[src/rtl/sprite_engine.sv]
// Scanline sprite renderer: fetches one row of an animated, mirrorable, scaled
// sprite from graphic memory and aligns the returned pixels with the screen x.
module sprite_engine #(
  parameter int WIDTH      = 16,
  parameter int HEIGHT     = 16,
  parameter int FRAMES     = 4,
  parameter int SCALE_X    = 2,
  parameter int SCALE_Y    = 2,
  parameter int COLR_BITS  = 4,
  parameter int CORDW      = 16,
  parameter int ADDRW      = 10,
  parameter int MEM_LAT    = 2,
  parameter int TRANS_COLR = 0
) (
  input  logic                                       i_clk,
  input  logic                                       i_rst,
  input  logic                                       i_line,
  input  logic signed [CORDW-1:0]                    i_sx,
  input  logic signed [CORDW-1:0]                    i_sy,
  input  logic signed [CORDW-1:0]                    i_sprx,
  input  logic signed [CORDW-1:0]                    i_spry,
  input  logic [(FRAMES > 1 ? $clog2(FRAMES) : 1)-1:0] i_frame,
  input  logic                                       i_flip_x,
  input  logic                                       i_flip_y,
  input  logic [COLR_BITS-1:0]                       i_data,
  output logic [ADDRW-1:0]                           o_addr,
  output logic [COLR_BITS-1:0]                       o_pix,
  output logic                                       o_drawing,
  output logic                                       o_done
);

  localparam int FW    = (FRAMES > 1) ? $clog2(FRAMES) : 1;
  localparam int XW    = (WIDTH > 1) ? $clog2(WIDTH) : 1;
  localparam int RW    = (HEIGHT > 1) ? $clog2(HEIGHT) : 1;
  localparam int CW    = (SCALE_X > 1) ? $clog2(SCALE_X) : 1;
  localparam int SY_SH = $clog2(SCALE_Y);
  localparam int LW    = $clog2(MEM_LAT + 1);

  typedef enum logic [2:0] {IDLE, CHECK, AWAIT_POS, DRAW, FLUSH, DONE} state_t;

  state_t state, state_next;

  logic [RW-1:0]          row_l;
  logic [FW-1:0]          frame_l;
  logic                   flip_x_l;
  logic signed [CORDW-1:0] sprx_l;
  logic [XW-1:0]          ox;
  logic [CW-1:0]          cnt_x;
  logic [LW-1:0]          flush_cnt;
  logic [MEM_LAT-1:0]     vpipe;

  logic signed [CORDW:0]  dy, sx_ext, target;
  logic [RW-1:0]          row_calc;
  logic [XW-1:0]          col;
  logic                   hit, at_pos, past_pos, last_px, draw_active;

  assign dy       = $signed({i_sy[CORDW-1], i_sy}) - $signed({i_spry[CORDW-1], i_spry});
  assign hit      = !dy[CORDW] && (dy[CORDW-1:0] < CORDW'(HEIGHT * SCALE_Y));
  assign row_calc = i_flip_y ? RW'(HEIGHT - 1) - RW'(dy[CORDW-1:0] >> SY_SH)
                             : RW'(dy[CORDW-1:0] >> SY_SH);

  assign sx_ext   = $signed({i_sx[CORDW-1], i_sx});
  assign target   = $signed({sprx_l[CORDW-1], sprx_l}) - (CORDW+1)'(MEM_LAT);
  assign at_pos   = (sx_ext == target);
  assign past_pos = (sx_ext > target);

  assign last_px  = (ox == XW'(WIDTH - 1)) && (cnt_x == CW'(SCALE_X - 1));

  // The matching AWAIT_POS cycle already issues pixel 0, so its data lands at sx == sprx.
  always_comb begin
    state_next  = state;
    draw_active = 1'b0;
    o_done      = 1'b0;
    case (state)
      IDLE:      if (i_line) state_next = CHECK;
      CHECK:     state_next = hit ? AWAIT_POS : DONE;
      AWAIT_POS: begin
        if (at_pos) begin
          draw_active = 1'b1;
          state_next  = last_px ? FLUSH : DRAW;
        end else if (past_pos) begin
          state_next = DONE;
        end
      end
      DRAW: begin
        draw_active = 1'b1;
        if (last_px) state_next = FLUSH;
      end
      FLUSH:     if (flush_cnt == LW'(MEM_LAT - 1)) state_next = DONE;
      DONE: begin
        o_done     = 1'b1;
        state_next = IDLE;
      end
      default:   state_next = IDLE;
    endcase
    if (i_line) begin
      state_next  = CHECK;
      draw_active = 1'b0;
    end
  end

  always_ff @(posedge i_clk) begin
    if (i_rst) state <= IDLE;
    else       state <= state_next;
  end

  always_ff @(posedge i_clk) begin
    if (i_rst) begin
      row_l     <= '0;
      frame_l   <= '0;
      flip_x_l  <= 1'b0;
      sprx_l    <= '0;
      ox        <= '0;
      cnt_x     <= '0;
      flush_cnt <= '0;
      vpipe     <= '0;
    end else begin
      if (i_line) begin
        vpipe <= '0;
      end else begin
        vpipe[0] <= draw_active;
        for (int i = 1; i < MEM_LAT; i++) vpipe[i] <= vpipe[i-1];
      end

      if (state == CHECK) begin
        row_l    <= row_calc;
        frame_l  <= (32'(i_frame) < FRAMES) ? i_frame : '0;
        flip_x_l <= i_flip_x;
        sprx_l   <= i_sprx;
        ox       <= '0;
        cnt_x    <= '0;
      end else if (draw_active) begin
        if (cnt_x == CW'(SCALE_X - 1)) begin
          cnt_x <= '0;
          ox    <= (ox == XW'(WIDTH - 1)) ? '0 : ox + XW'(1);
        end else begin
          cnt_x <= cnt_x + CW'(1);
        end
      end

      flush_cnt <= (state == FLUSH) ? flush_cnt + LW'(1) : '0;
    end
  end

  assign col    = flip_x_l ? XW'(WIDTH - 1) - ox : ox;
  assign o_addr = ADDRW'(frame_l) * ADDRW'(WIDTH * HEIGHT)
                + ADDRW'(row_l) * ADDRW'(WIDTH) + ADDRW'(col);

  assign o_drawing = vpipe[MEM_LAT-1] && (i_data != COLR_BITS'(TRANS_COLR));
  assign o_pix     = o_drawing ? i_data : '0;

endmodule

[config.mk]
export PLATFORM = sky130hd
export DESIGN_NAME = sprite_engine
export DESIGN_NICKNAME = d
export VERILOG_FILES = /design/src/rtl/sprite_engine.sv
export SDC_FILE = /design/constraint.sdc
export NUM_CORES = 1
export LEC_CHECK = 0
export BUFFER_PORTS_ARGS = -buffer_cell sky130_fd_sc_hd__buf_2
export CORE_MARGIN = 2
export CORE_UTILIZATION = 50
export DETAILED_ROUTE_END_ITERATION = 8
export PLACE_DENSITY = 0.8
export SYNTH_ARGS = -nofsm -noshare
export SYNTH_HDL_FRONTEND = slang
export SYNTH_SLANG_ARGS = --single-unit
[constraint.sdc]
create_clock -name i_clk -period 7.5 [get_ports i_clk]
set_clock_uncertainty 0.05 [all_clocks]
set_input_delay 0.75 -clock i_clk [delete_from_list [all_inputs] [get_ports i_clk]]
set_output_delay 0.75 -clock i_clk [all_outputs]
set_load 0.01 [all_outputs]
After elaboration in Yosys (flattened, before gate mapping)
Index checks and enable logic that the tools add are counted.

storage, ports and cells
  word-level logic and storage cells = 67
  output and inout port bits = 16
  input bits = 75
  bits in registers = 35

cells by class
  bitwise logic cells = 2
  eq/ne operators = 15
  reductions and logical operators = 12
  multiplexer cells = 17
  $add $sub $neg = 9
  $lt $le $gt $ge = 2

operators by type and width
  kind                                                                            number
  3-bit 2-to-1 mux                                                                6
  16-bit by 17-bit == test with 1-bit output                                      1
  16-bit by 17-bit greater-than comparator with 1-bit output                      1
  16-bit by 16-bit subtractor with 17-bit output                                  1
  16-bit by 3-bit subtractor with 17-bit output (second input constant)           1
  16-bit by 6-bit less-than comparator with 1-bit output (second input constant)  1
  4-bit 2-to-1 mux                                                                4
  3-bit one-hot mux with 5 select lines                                           1
  10-bit by 4-bit adder with 10-bit output                                        1
  10-bit by 8-bit adder with 10-bit output                                        1
  3-bit != test (second input constant)                                           3
  4-bit AND reduction                                                             2
  4-bit subtractor (first input constant)                                         2
  3-bit by 2-bit == test with 1-bit output (second input constant)                2
  3-bit == test (second input constant)                                           2
  2-bit != test (second input constant)                                           3
  2-bit OR reduction                                                              3
  1-bit 2-to-1 mux                                                                5
  4-bit by 1-bit adder with 4-bit output (second input constant)                  1
  4-bit == test (second input constant)                                           1
  4-bit != test (second input constant)                                           1
  4-bit nonzero test                                                              1
  3-bit by 1-bit == test with 1-bit output (second input constant)                1
  1-bit logical AND                                                               3
  8 further kinds                                                                 9

Logic depth before layout (Yosys ltp)
  depth after elaboration = 6
  mapped depth = 16
  gate-level depth less buffers = 15

Least setup slack after synthesis
Ideal clock, no wire load.

  kind = register -> register
  start = register sprx_l[3]
  end = register ox[3]
  period minus slack after synthesis = 3433 ps
  data required time = 7371 ps
  library setup time = 79 ps
  cell stages (with the launch flop) = 16
  buffers on the path = 1
  path slack = 4067 ps
  data arrival time = 3303 ps
  cell sequence = dfxtp_1 -> nor4_1 -> nand2_1 -> or4_1 -> nor3_1 -> xnor2_1 -> ha_1 -> nand4_1 -> nor4_1 -> and3_2 -> o21a_2 -> and2_4 -> buf_6 -> nand2_2 -> or3_1 -> a211oi_2

on the way
  cells in the longest elaborated chain, start to end = 6

ends and longest elaborated chain
  element                                        line  text
  start: declaration                             46    logic signed [CORDW-1:0] sprx_l;
  start signal: assignment                       129   sprx_l <= i_sprx;
  16-bit by 3-bit subtractor with 17-bit output  63    assign target = $signed({sprx_l[CORDW-1], sprx_l}) - (CORDW+1)'(MEM_LAT);
  16-bit by 17-bit == test with 1-bit output     64    assign at_pos = (sx_ext == target);
  1-bit 2-to-1 mux                               78    if (at_pos) begin
  1-bit one-hot mux with 2 select lines          74    case (state)
  1-bit 2-to-1 mux                               96    if (i_line) begin
  2-bit AND reduction (no line)                  n/a
  end signal: assignment                         135   ox <= (ox == XW'(WIDTH - 1)) ? '0 : ox + XW'(1);
  end: declaration                               47    logic [XW-1:0] ox;

No other way between the ends.
A chain may end at the register's enable or synchronous reset.

Worst setup path in the final report
Same ends and word-level chain as after synthesis.

==> metrics <==
final wirelength between 6000 and 7000 um; NumNets Final roughly 600; Multi-input gate area roughly 2200 sq um; clk sinks 35; overflow left after global routing 0; kind of critical path reg -> reg; # hold bufs at CTS 0; syn_area_per_cell 7.45 sq um; Slew Limit Fails 0; HP Class reg -> reg; post_cts resized 0; H-tree depth 2; Max stage delay on crit path between 0.5 and 0.6 ns; EDFF count, synth 0; FILL cells 550; most frequent cells in the layout buf_2, nand2_1, a21oi_1; sw frac 0.351; detailed-route DRC error count 0; vias per cell approximately 5.5; CP Cell Sequence nor4_1 -> nand2_1 -> nor4_1 -> nand2_1 -> xor2_1 -> ha_1 -> nand4_1 -> nor4_1 -> and3_2 -> o21a_2 -> and2_4 -> nand2_2 -> or3_1 -> a211oi_2; Crit Reg-Reg Endpoint ox[3]; core area about 6000 sq um; FF-to-FF setup slack around 3.7 ns; die area 6770 sq um; die height between 80 and 90 um; Min-Delay Endpoint vpipe[1]; Int Power 363 uW; slew margin rel. 0.204; Antenna Violating Nets Remaining 0; vias in the first global route between 2000 and 3000; Synth warnings 0; Worst VDD drop ~0.076 mV; GR Util All Layers 0.206; slowest CP cell nor4_1; drt first pass iters 4; final setup fails 0; # Post-CTS Setup Buffers 0; Synth Register Bits 35; ANT cells 0; first-pass GRT wire length 11300 um; RePlAce Congestion ~0.89; num ports 91; Seq pwr share 0.372; Clk pwr share 0.225; status complete, no violations; Post-synth top flop dfxtp_1; commonest non-fill, non-tap cell in the layout buf_2; Synth Instances just over 400; clk_lat worst skew ~0.28 ns; Area contributors post-synth dfxtp_1, ha_1, nand2_1; Leakage about 0.0017 uW; power per cell area roughly 160 nW/um^2; Final Cycle Share 0.513; cell area after synthesis about 3000 sq um; largest net degree at the start of global routing 36; HPWL after detailed placement approximately 5600 um; sequential area share after synthesis 0.229; crit path time final 3.85 ns; sequential cell area around 700 sq um; Yosys top cell area share 0.229; Net Sw Power slightly below 200 uW; unrepaired setup endpoints after global routing false; Max Cap Viol 0; WL/cell approximately 12 um; total power 560 uW; Crit path arrival time approximately 4.0 ns; Yosys cell types between 50 and 60; RR Startpoint sprx_l[3]; antenna violations before repair 0; I/O Buffers 90; number of buffers created by CTS 5; Initial DRC Count ~120; Clk Tree Root Cell clkbuf_8; Syn Nets between 500 and 600; CP endpoint kind register; slew at the pin closest to its max-slew limit approximately 1.2 ns; cell mode on critical path nor4_1; Die Width 82.3 um; Max Root-Sink Buffers 2; Post-Route Setup TNS 0 ns; ys async rst share 0; crit path launch type register; Core Rows 28; CTS clk-pin slew, worst paths 0.06 ns; R2R depth 14; CP bufs+invs 0; Vias slightly above 3000; final hold violations 0; layout cells sized above 1 0.217; WP data required approximately 7.6 ns; fmax 260 MHz; combinational power share 0.403; largest area contributor in the netlist dfxtp_1; hold-critical path depth 1; pre-CTS setup slack approximately 3.7 ns; Largest delay share family, worst path simple AND/OR/NAND/NOR gates; setup ws final between 3 and 4 ns; CTS tree done; Hold Crit Start vpipe[0]; Initial Util 0.517; CP Max Fanout 5; area grow syn2layout 17.7%
==> per-layer routing <==
metal / wire (um) / global-route usage
met2: 3620 / 0.395
met1: 2930 / 0.226
met5: 0 / 0
met3: 317 / 0.0239
met4: 117 / 0.0850
==> power by group through the flow <==
stage	combinational (uW)	clock [uW]	sequential, uW
finish	226	126	208
global placement	216	0	211
CTS	225	131	208
detailed placement	224	0	212
floorplan	165	0	210
global route	256	140	210
==> how the worst max path moves through the flow <==
stage	from	end	slack [ns]	cells after the start
after floorplan	sprx_l[3]	ox[3]	4.07	15
after global placement	sprx_l[3]	ox[3]	3.88	14
after detailed placement	sprx_l[3]	ox[3]	3.73	14
after CTS	sprx_l[3]	ox[3]	3.71	14
after global routing	sprx_l[3]	state[0]	3.29	14
final	sprx_l[3]	ox[3]	3.65	14
==> flip-flops by register name, summed over array words and instances, names as in the netlist <==
| signal | count |
|---|---|
| vpipe | 2 |
| frame_l | 2 |
| state | 3 |
| flush_cnt | 2 |
| sprx_l | 16 |
| ox | 4 |
| row_l | 4 |
| cnt_x | 1 |
| flip_x_l | 1 |
==> cells in the mapped netlist (all sizes together) (5+ instances only) <==
library cell,instances
clkbuf,18
and2,10
nor2b,5
xnor2,15
ha,35
dfxtp,35
o21ai,12
mux2i,6
a21o,5
nor3,18
a21oi,41
nand3,7
inv,28
xor2,12
a211oi,9
nand2b,8
nand2,64
nand4,6
nor2,26
==> through the flow <==
stage | cell area [sq um] | hold slack [ns] | util | cells
finish | 3600 | 0.404 | 0.609 | 564
floorplan | 3060 | 0.356 | - | 411
CTS | 3600 | 0.407 | 0.609 | 564
global placement | 3520 | 0.366 | 0.595 | 556
global route | 3600 | 0.420 | 0.609 | 564
detailed placement | 3520 | 0.398 | 0.595 | 556
==> cells by family after synthesis <==
family          Yosys count  synth area share
simple gates            161             0.252
mux                       6            0.0196
compound gates           98             0.211
buf+inv                  48            0.0617
fa+ha+maj                36             0.150
xor+xnor                 27            0.0772
flops                    35             0.229
==> worst reg2reg max path: cells and delay by family (launching register included) <==
family	cells	cell delay [ns]
AOI/OAI and AO/OA	2	0.37
xor gates and xnor gates	1	0.19
adders and majority gates	1	0.29
DFF	1	0.35
and+or+nand+nor	10	2.52
==> area by class of cell <==
cell class                 count  share of cell area
timing repair buffer          90               0.125
clock buffer                   7              0.0212
tap                           75              0.0260
inverter                      28              0.0292
multi-input combinational    328               0.603
sequential                    35               0.194
clock inverter                 1             0.00139
(Power assumes the default switching activity.)
